[src/rtl/dds_pulse_burst_mc.sv]
// Multi-channel DDS pulse-burst generator: one shared phase accumulator, per-channel
// phase offset, pulse width and pulse count, registered DAC codes with inverted-clock DAC clocks.
module dds_pulse_burst_mc #(
  parameter int                NCH     = 2,
  parameter int                ACC_W   = 32,
  parameter int                PH_W    = 16,
  parameter int                DATA_W  = 14,
  parameter int                CNT_W   = 16,
  parameter logic [DATA_W-1:0] DATA_HI = 14'h3FFF,
  parameter logic [DATA_W-1:0] DATA_LO = 14'h2000
) (
  input  logic                    Clk,
  input  logic                    Rst,
  input  logic                    EN,
  input  logic                    Stop,
  input  logic                    Mode,
  input  logic [ACC_W-1:0]        Fword,
  input  logic [NCH*PH_W-1:0]     Pword,
  input  logic [NCH*PH_W-1:0]     Pwidth,
  input  logic [NCH*CNT_W-1:0]    Num,
  output logic                    Busy,
  output logic                    Done,
  output logic [NCH-1:0]          DA_Clk,
  output logic [NCH*DATA_W-1:0]   DA_Data
);

  localparam logic [1:0] S_IDLE  = 2'd0;
  localparam logic [1:0] S_RUN   = 2'd1;
  localparam logic [1:0] S_FLUSH = 2'd2;

  logic [1:0]            state_q;
  logic [ACC_W-1:0]      acc_q, fword_q;
  logic [NCH*PH_W-1:0]   pword_q, pwidth_q, p_prev_q;
  logic [NCH*CNT_W-1:0]  num_q, cnt_q, cnt_d;
  logic                  mode_q, first_q, done_q;
  logic [NCH-1:0]        in_prev_q, chdone_q, chdone_d;
  logic [NCH*DATA_W-1:0] da_q, da_d;

  logic [PH_W-1:0]       p_w [NCH];
  logic [NCH*PH_W-1:0]   p_d;
  logic [NCH-1:0]        in_w, wrap_w, start_w, pend_w, full_w, degen_w;

  // NOTE: every combinational output gets a default before the loop so no latch is inferred.
  always_comb begin
    in_w     = '0;
    wrap_w   = '0;
    start_w  = '0;
    pend_w   = '0;
    full_w   = '0;
    degen_w  = '0;
    chdone_d = chdone_q;
    cnt_d    = cnt_q;
    p_d      = '0;
    da_d     = {NCH{DATA_LO}};
    for (int i = 0; i < NCH; i++) begin
      p_w[i]   = acc_q[ACC_W-1 -: PH_W] + pword_q[i*PH_W +: PH_W];
      p_d[i*PH_W +: PH_W] = p_w[i];
      in_w[i]  = p_w[i] < pwidth_q[i*PH_W +: PH_W];
      // A smaller phase than last cycle means the channel phase carried out.
      wrap_w[i] = !first_q && (p_w[i] < p_prev_q[i*PH_W +: PH_W]);
      full_w[i] = !mode_q && (cnt_q[i*CNT_W +: CNT_W] == num_q[i*CNT_W +: CNT_W]);
      pend_w[i] = in_prev_q[i] && (!in_w[i] || wrap_w[i]);
      start_w[i] = in_w[i] && (first_q || !in_prev_q[i] || wrap_w[i])
                   && !chdone_q[i] && !full_w[i];
      chdone_d[i] = chdone_q[i] || (full_w[i] && pend_w[i]);
      cnt_d[i*CNT_W +: CNT_W] = cnt_q[i*CNT_W +: CNT_W] + CNT_W'(start_w[i]);
      if (in_w[i] && !chdone_d[i]) da_d[i*DATA_W +: DATA_W] = DATA_HI;
      degen_w[i] = !Mode && ((Num[i*CNT_W +: CNT_W] == '0) || (Pwidth[i*PH_W +: PH_W] == '0));
    end
  end

  // NOTE: sequential state is written with non-blocking assignments only.
  always_ff @(posedge Clk) begin
    // NOTE: every register, per-channel state included, is reset so a mid-run Rst leaves nothing stale.
    if (Rst) begin
      state_q   <= S_IDLE;
      acc_q     <= '0;
      fword_q   <= '0;
      pword_q   <= '0;
      pwidth_q  <= '0;
      p_prev_q  <= '0;
      num_q     <= '0;
      cnt_q     <= '0;
      mode_q    <= 1'b0;
      first_q   <= 1'b0;
      done_q    <= 1'b0;
      in_prev_q <= '0;
      chdone_q  <= '0;
      da_q      <= {NCH{DATA_LO}};
    end else begin
      done_q <= 1'b0;
      case (state_q)
        S_IDLE: begin
          if (EN && !Stop) begin
            fword_q   <= Fword;
            pword_q   <= Pword;
            pwidth_q  <= Pwidth;
            num_q     <= Num;
            mode_q    <= Mode;
            acc_q     <= '0;
            first_q   <= 1'b1;
            in_prev_q <= '0;
            p_prev_q  <= '0;
            cnt_q     <= '0;
            chdone_q  <= degen_w;
            state_q   <= (&degen_w) ? S_FLUSH : S_RUN;
          end
        end
        S_RUN: begin
          acc_q     <= acc_q + fword_q;
          first_q   <= 1'b0;
          in_prev_q <= in_w;
          p_prev_q  <= p_d;
          cnt_q     <= cnt_d;
          chdone_q  <= chdone_d;
          if (Stop) begin
            da_q    <= {NCH{DATA_LO}};
            state_q <= S_IDLE;
          end else begin
            da_q <= da_d;
            if (!mode_q && (&chdone_d)) state_q <= S_FLUSH;
          end
        end
        S_FLUSH: begin
          da_q    <= {NCH{DATA_LO}};
          done_q  <= 1'b1;
          state_q <= S_IDLE;
        end
        default: state_q <= S_IDLE;
      endcase
    end
  end

  assign Busy    = (state_q != S_IDLE);
  assign Done    = done_q;
  assign DA_Data = da_q;
  assign DA_Clk  = {NCH{~Clk}};

endmodule

[config.mk]
export PLATFORM = sky130hd
export DESIGN_NAME = dds_pulse_burst_mc
export DESIGN_NICKNAME = d
export VERILOG_FILES = /design/src/rtl/dds_pulse_burst_mc.sv
export SDC_FILE = /design/constraint.sdc
export NUM_CORES = 1
export LEC_CHECK = 0
export CELL_PAD_IN_SITES_DETAIL_PLACEMENT = 0
export CELL_PAD_IN_SITES_GLOBAL_PLACEMENT = 1
export CORE_UTILIZATION = 47
export CTS_BUF_LIST = sky130_fd_sc_hd__clkbuf_4 sky130_fd_sc_hd__clkbuf_8
export CTS_CLUSTER_SIZE = 24
export DETAILED_ROUTE_END_ITERATION = 12
export PLACE_DENSITY = 0.87
export SETUP_SLACK_MARGIN = 0.4
export SYNTH_ARGS = -nofsm -noshare
export SYNTH_HDL_FRONTEND = slang
export SYNTH_SLANG_ARGS = --single-unit
export TNS_END_PERCENT = 1
[constraint.sdc]
create_clock -name Clk -period 12.2 [get_ports Clk]
set_input_delay 2.44 -clock Clk [delete_from_list [all_inputs] [get_ports Clk]]
set_output_delay 2.44 -clock Clk [all_outputs]
set_load 0.005 [all_outputs]
### Word-level counts from Yosys, hierarchy flattened

Cells that the tools add are included.

| word-level totals | value |
|---|---|
| flip-flop bits (word level) | 261 |
| output and inout bits | 32 |
| word-level logic and storage cells | 107 |
| input bits | 133 |

| operators by class | value |
|---|---|
| bitwise gates (word level) | 1 |
| magnitude comparators | 4 |
| reduce and logical (&&, ||, !) cells | 57 |
| mux-type cells | 20 |
| $add $sub $neg | 5 |
| equal/unequal tests | 6 |

Operators with widths:

| kind | number |
|---|---|
| 32-bit one-hot mux with 2 select lines | 3 |
| 16-bit logical NOT | 4 |
| 16-bit < comparator | 4 |
| 28-bit one-hot mux with 2 select lines | 1 |
| 16-bit by 1-bit adder with 16-bit output | 2 |
| 16-bit adder | 2 |
| 32-bit adder | 1 |
| 16-bit equality test | 2 |
| 32-bit two-way mux | 1 |
| 28-bit two-way mux | 1 |
| 13-bit two-way mux | 2 |
| 1-bit logical AND | 20 |
| 1-bit logical NOT | 14 |
| 2-bit two-way mux | 6 |
| 2-bit one-hot mux with 2 select lines | 3 |
| 1-bit logical OR | 10 |
| 2-bit AND reduction | 5 |
| 2-bit nonzero test | 3 |
| 3-bit inequality test (second input constant) | 1 |
| 2-bit by 1-bit equality test with 1-bit output (second input constant) | 1 |
| 2-bit equality test (second input constant) | 1 |
| 2-bit logical NOT | 1 |
| 1-bit two-way mux | 2 |
| 2-bit inequality test (second input constant) | 1 |
| other kinds (2) | 2 |

### Depth between registers and ports, before layout

Gate-level depths: netlist of run 1.

| logic depth | value |
|---|---|
| depth after elaboration | 12 |
| mapped depth | 25 |
| depth with buffers taken out | 25 |

==> results by group, run 1 <==
Outcome
  • Status: finished clean

STA
  • Final setup TNS: 0 ns
  • Max-slew headroom: 23.2%
  • Hold violation total from the final report: 0
  • Setup Skew: a little over 0.03 ns
  • Fin worst setup slack: 2.60 ns
  • RSZ-0062 raised after global routing: false
  • Worst slew pin tran: approximately 1.2 ns
  • Slew Limit Fails: 0
  • Final setup fails: 0

Min path
  • Hold Path Depth: 2
  • Min-delay worst type: register to register
  • Hold Startpoint: pwidth_q[6]
  • Hold Path End: pwidth_q[6]

Cells and area
  • Reg area: between 4000 and 5000 µm²
  • Layout area overhead: 19.2%
  • Fillers: between 2,000 and 3,000
  • Diodes inserted: 0
  • Area of the multi-input gates: slightly above 8000 µm²
  • Layout cell share with drive strength beyond 1: roughly 6.6%
  • Final nets: ~2,100

Critical path
  • Critical Path RT: a little under 10 ns
  • Worst r2r dst: cnt_q[30]
  • Kind of critical path: clock port to output port
  • R2R cell count: 24
  • Reg2Reg Launch Point: acc_q[16]
  • CP Max Fanout: 9
  • Startpoint types: clock port
  • Reg2reg setup slack: 6.73 ns
  • Crit path capture type: output port
  • CP arrival: 7.16 ns

Yosys
  • Synth Area in Simple Gates: 19.2%
  • Post-synthesis cell count: ~1,700
  • Share of the synthesized area in the top cell type: 34.4%
  • Number of distinct library cells after synthesis: 76
  • Synth Area in Adders: 12.2%
  • Cell Area, Synth: 13,700 µm²
  • Main combinational cell family by area after synthesis: compound AO/OA/AOI/OAI gates
  • Yosys top cell by area: dfxtp_1
  • Avg Cell Area, Syn: 8.01 µm²
  • Post-synthesis sequential area ratio: about a third
  • Synth Area in XOR/XNOR: 6.98%
  • Yosys reg bits: approximately 240
  • Ranking of synthesized cells by area: dfxtp_1 (34%), ha_1 (12%), nand2_1 (8.5%)
  • EDFF count, synth: 0
  • Most used DFF post-synth: dfxtp_1
  • Post-synthesis compound-gate area fraction: about a fifth
  • Multiplexer share of the synthesized area: less than 1%
  • Count of yosys warnings during synthesis: 0
  • Post-synthesis async set-or-reset flop share: 0%

Power
  • Worst IR Drop VDD: ~80 µV
  • Power density cells: roughly 130 nW/µm²
  • PnR Total Power: approximately 2 mW
  • Leak Pwr: ~6.5 nW

Route
  • Overall via count from detail_route: around 12,000
  • Number of remaining DRC errors: 0
  • Routed Antenna Nets: 0
  • Via density per instance: 5.38
  • WL/cell: between 15 and 20 µm
  • First DRT Iteration DRCs: a little under 800
  • DRT Wirelength: between 30,000 and 40,000 µm
  • Initial DRT Pass Iterations: 5

Global routing
  • Largest net degree at the start of global routing: 102
  • GRT Util Overall: a little under a quarter
  • Global-route wire length before repair: ~58,000 µm
  • Global route overflow: 0
  • Vias in the first global route: between 10,000 and 15,000
  • Initial antenna violation count: 0

Clock network
  • Clk root buf: clkbuf_8
  • CTS Buffer Depth: 3
  • CTS hold repair buffers: 0
  • # H-tree levels: 2
  • Clock buffer count from CTS: between 40 and 50
  • Post-CTS setup buffers: 0
  • CTS tree: yes
  • Reg clk slew, reported paths: approximately 0.06 ns
  • Gates resized, CTS repair: 0
  • Worst skew pair latency: 0.56 ns

Floorplanning
  • Die width: 173 µm
  • Core area: 28,600 µm²
  • Starting density of the core: 47.8%
  • IO Count: about 170
  • Die footprint: approximately 30,000 µm²
  • # rows: 62
  • Die height: roughly 170 µm

Placement
  • Detailed Place HPWL: 25,900 µm
  • Placer congestion estimate: ~0.89
  • Worst slack, placed: ~3.1 ns
  • PortBufs: approximately 160

Job
  • Maxcap violations: 0
[placed cells by master, fill, tap and decap left out, drive strengths merged, types with 5 or more instances in the layout]
| master | count |
|---|---|
| o21bai | 6 |
| nand2b | 11 |
| clkdlybuf4s50 | 161 |
| a22o | 11 |
| a211oi | 12 |
| inv | 105 |
| ha | 128 |
| dfxtp | 235 |
| a22oi | 41 |
| clkinv | 5 |
| nand2 | 309 |
| or3 | 10 |
| nand4 | 25 |
| a21o | 14 |
| a2111oi | 5 |
| a21boi | 7 |
| o21a | 8 |
| nor3 | 23 |
| clkbuf | 67 |
| nor2 | 121 |
| a211o | 9 |
| nand3 | 27 |
| a21oi | 211 |
| nor4 | 23 |
| a31oi | 11 |
| buf | 9 |
| nor2b | 11 |
| o21ai | 56 |
| a31o | 6 |
| xnor2 | 44 |
| xor2 | 65 |
| and2 | 6 |
| o211ai | 7 |
| and3 | 14 |
[worst max-delay path, stage by stage]
cell and delay, ns:
clkbuf_8 0.15, clkbuf_8 0.20, clkbuf_8 0.17, inv_1 0.05, clkdlybuf4s50_1 0.49
[cells in the mapped netlist, types with 7 or more instances]
master and number:
a22oi_1 41, nor2b_1 11, buf_4 28, dfxtp_1 235, nor2_1 121, buf_1 10, o21ai_0 48, a211o_1 9
clkbuf_1 57, nor3_1 22, or3_1 10, a31oi_1 10, xor2_1 65, inv_1 101, ha_1 128, nor4_1 22
and3_1 14, a211oi_1 10, a21oi_1 206, o21a_1 7, nand2_1 309, nand2b_1 11, nand4_1 24, nand3_1 27
a22o_1 11, a21o_1 14, xnor2_1 44
[how the worst max path moves through the flow]
stage | start | to | slack (ns) | depth (start not counted)
floorplan | Clk | DA_Clk[1] | 3.50 | 2
global placement | Clk | DA_Clk[0] | 3.14 | 2
detailed placement | Clk | DA_Clk[0] | 3.14 | 2
CTS | Clk | DA_Clk[0] | 2.58 | 5
global route | Clk | DA_Clk[0] | 2.57 | 5
finish | Clk | DA_Clk[0] | 2.60 | 5
[flip-flops by register name (all words and copies together) (netlist names)]
| name | cells |
|---|---|
| cnt_q | 32 |
| first_q | 1 |
| pwidth_q | 32 |
| p_prev_q | 32 |
| mode_q | 1 |
| pword_q | 32 |
| acc_q | 32 |
| state_q | 2 |
| num_q | 32 |
| chdone_q | 2 |
| fword_q | 32 |
| Done | 1 |
| DA_Data | 2 |
| in_prev_q | 2 |
[through the flow]
| step | hold WS (ns) | cells | instance area [µm²] | utilization [%] |
|---|---|---|---|---|
| floorplan | 0.432 | 1707 | 13700 | - |
| global placement | 0.441 | 2161 | 15400 | 53.7 |
| detailed placement | 0.446 | 2161 | 15400 | 53.7 |
| CTS | 0.454 | 2238 | 16300 | 57.0 |
| global route | 0.472 | 2238 | 16300 | 57.0 |
| finish | 0.453 | 2238 | 16300 | 57.0 |
[where the power goes]
group | switching [mW] | internal, mW | total [mW] | leakage, nW
Sequential | 0.0285 | 0.801 | 0.830 | 1.91
Combinational | 0.220 | 0.173 | 0.393 | 4.10
Clock | 0.338 | 0.478 | 0.816 | 0.519
Total | 0.587 | 1.45 | 2.04 | 6.53
[routing by layer]
layer  track usage, %  up-vias  routed length [µm]
met5                0        -                   0
met1             30.2     5570               16200
met2             40.1      257               16200
met3             3.76       79                1620
li1                 -     6142                   -
met4             9.52        0                1160
[cells by family after synthesis]
family | after synthesis
AO/OA/AOI/OAI | 433
AND/OR/NAND/NOR | 594
XOR/XNOR | 109
adder cells (fa/ha/maj) | 131
flip-flops | 235
multiplexers | 2
buffers and inverters | 201
other | 1
[cell type report]
class / instances / area share, %
clock buffers: 69 / 5.36
multi-input cells: 1271 / 49.8
inverters: 100 / 2.30
flip-flops and latches: 235 / 28.9
repair buffers: 168 / 10.2
well taps: 384 / 2.95
clock inverters: 11 / 0.514
Power figures use the tool's default switching activity.
==> run 2, diff against run 1 <==
--- a/config.mk
+++ b/config.mk
@@ -7,11 +7,11 @@
 export LEC_CHECK = 0
 export CELL_PAD_IN_SITES_DETAIL_PLACEMENT = 0
 export CELL_PAD_IN_SITES_GLOBAL_PLACEMENT = 1
-export CORE_UTILIZATION = 47
+export CORE_UTILIZATION = 43
 export CTS_BUF_LIST = sky130_fd_sc_hd__clkbuf_4 sky130_fd_sc_hd__clkbuf_8
 export CTS_CLUSTER_SIZE = 24
 export DETAILED_ROUTE_END_ITERATION = 12
-export PLACE_DENSITY = 0.87
+export PLACE_DENSITY = 0.8
 export SETUP_SLACK_MARGIN = 0.4
 export SYNTH_ARGS = -nofsm -noshare
 export SYNTH_HDL_FRONTEND = slang
==> constraint.sdc (replaced) <==
create_clock -name Clk -period 9.6 [get_ports Clk]
set_input_delay 1.92 -clock Clk [delete_from_list [all_inputs] [get_ports Clk]]
set_output_delay 1.92 -clock Clk [all_outputs]
set_load 0.005 [all_outputs]
==> run 2 against run 1 <==
Against the previous run:
- combinational power rose by 27%
- clock skew rose by 0.0020 ns
- sequential power rose by 28%
- critical path type unchanged
- critical endpoint is now DA_Clk[1]
- highest routed layer unchanged
==> results by group, run 2 (synthesized netlist as in run 1, its figures left out) <==
Critical path
  • CP arrival: 5.85 ns (-1.31 ns)
  • Crit path capture type: output port
  • Most frequent CP cell: clkbuf_8
  • Startpoint types: clock port
  • CP cell instances: clkbuf_8 -> clkbuf_8 -> clkbuf_8 -> inv_1 -> clkdlybuf4s50_1
  • Critical Path RT: 7.68 ns (-2.08 ns)
  • CP max stage delay: 0.49 ns (about the same)
  • Kind of critical path: clock port to output port
  • Slowest CP cell: clkdlybuf4s50_1
  • Worst Path Buf+Inv: 5 (unchanged)
  • CP Max Fanout: 9 (unchanged)
  • CP top delay family: buffers and inverters

STA
  • Final setup TNS: 0 ns (unchanged)
  • Slew Limit Fails: 0 (unchanged)
  • Setup Skew: 0.0330 ns (+0.00203 ns)
  • Hold violation total from the final report: 0 (unchanged)
  • RSZ-0062 raised after global routing: false
  • Worst slew pin tran: 1.16 ns (+0.0108 ns)
  • Worst hold margin: 0.455 ns (+0.00234 ns)
  • Final setup fails: 0 (unchanged)
  • Max-slew headroom: 22.5% (-0.72 points)

Route
  • DRT Wirelength: 35,600 µm (+1.0%)
  • First DRT Iteration DRCs: 613 (-21%)
  • Initial DRT Pass Iterations: 5 (unchanged)
  • Via density per instance: 5.32 (-1.2%)
  • WL/cell: 15.8 µm (+0.68%)
  • Number of remaining DRC errors: 0 (unchanged)
  • Overall via count from detail_route: 11,900 (-0.88%)
  • Routed Antenna Nets: 0 (unchanged)

Cells and area
  • Layout cell share with drive strength beyond 1: 6.49% (-0.15 points)
  • Final nets: 2,085 (-0.048%)
  • End-of-flow core utilization: 52.9% (-4.1 points)
  • Leading cell types in the layout, fill and taps excluded: nand2_1 (309), dfxtp_1 (235), a21oi_1 (206)
  • Layout area overhead: 19.5%
  • Commonest non-fill, non-tap cell in the layout: nand2_1
  • Diodes inserted: 0 (unchanged)

Global routing
  • Initial antenna violation count: 0 (unchanged)
  • Vias in the first global route: 11,500 (-1.8%)
  • Largest net degree at the start of global routing: 100 (-2.0%)
  • Global-route wire length before repair: 58,100 µm (-0.39%)
  • GRT Util Overall: 21.8% (-1.9 points)
  • Global route overflow: 0 (unchanged)

Min path
  • Min-delay worst type: register to register

Floorplanning
  • Die height: 180 µm (+4.5%)
  • Die footprint: 32,500 µm² (+9.2%)
  • Starting density of the core: 44.2% (-3.5 points)
  • Core area: 30,900 µm² (+8.0%)
  • # rows: 64 (+3.2%)
  • Die width: 180 µm (+4.5%)
  • IO Count: 165 (unchanged)

Outcome
  • Status: finished clean

Placement
  • PortBufs: 162 (unchanged)
  • Detailed Place HPWL: 26,600 µm (+2.8%)
  • Placer congestion estimate: 0.880 (-1.2%)

Clock network
  • # H-tree levels: 2 (unchanged)
  • Clock buffer count from CTS: 42 (unchanged)
  • Worst skew pair latency: 0.57 ns (about the same)
  • CTS tree: yes
  • Gates resized, CTS repair: 0 (unchanged)
  • Reg clk slew, reported paths: 0.06 ns (about the same)
  • Clk root buf: clkbuf_8
  • CTS Buffer Depth: 3 (unchanged)
  • CTS hold repair buffers: 0 (unchanged)
  • Post-CTS setup buffers: 0 (unchanged)

Power
  • Power density cells: 162 nW/µm² (+29%)
  • Worst IR Drop VDD: 83.5 µV (+4.7%)
  • Leak Pwr: 6.52 nW (about the same)

Job
  • Maxcap violations: 0 (unchanged)
## run 2: cell types whose count changed in the layout (fill, tap and decap cells not counted), sizes merged
cell and change:
bufinv +3, buf -1, inv -3, clkbuf -4, clkinvlp +1
## run 2: per-stage QoR
step,worst slack (ns),total power [mW],area [µm²],std cells
detailed placement,2.36,1.60,15400,2172
finish,1.83,2.65,16300,2246
global placement,2.36,1.59,15400,2172
global route,1.78,2.78,16300,2246
CTS,1.80,2.67,16300,2246
floorplan,2.72,1.41,13700,1707
## run 2: cell type report
class / instances / area [µm²]
well taps: 396 / 495
inverters: 100 / 375
clock inverters: 12 / 160
multi-input cells: 1271 / 8130
flip-flops and latches: 235 / 4700
repair buffers: 167 / 1660
fillers: 3008 / 14600
clock buffers: 65 / 825
## run 2: metal layers
layer	up-vias	global-route usage [%]	routed length, µm
li1	6134	-	-
met1	5504	28.4	16800
met2	224	35.8	16000
met3	80	3.60	1500
met4	0	8.85	1270
met5	-	0	0
## run 2: worst register-to-register path: cells and delay by family (launching register included)
kind | cells | cell delay, ns
AO/OA/AOI/OAI | 9 | 2.20
XOR/XNOR | 1 | 0.15
adder cells (fa/ha/maj) | 4 | 1.17
buffers and inverters | 2 | 0.13
flip-flops | 1 | 0.42
AND/OR/NAND/NOR | 8 | 1.16
## run 2: path summary, 6_finish.rpt
path | startpoint | end | slack [ns] | depth (start not counted)
worst max-delay path | Clk | DA_Clk[1] | 1.83 | 5
worst max register to register | acc_q[16] | cnt_q[30] | 4.24 | 24
worst min-delay path | pwidth_q[13] | pwidth_q[13] | 0.45 | 2
worst min register to register | pwidth_q[13] | pwidth_q[13] | 0.45 | 2
## run 2: power breakdown
group          leakage (nW)  total [mW]  switching, mW  internal [mW]
Clock                 0.522        1.09          0.433          0.657
Combinational          4.10       0.500          0.280          0.220
Sequential             1.91        1.06         0.0366           1.02
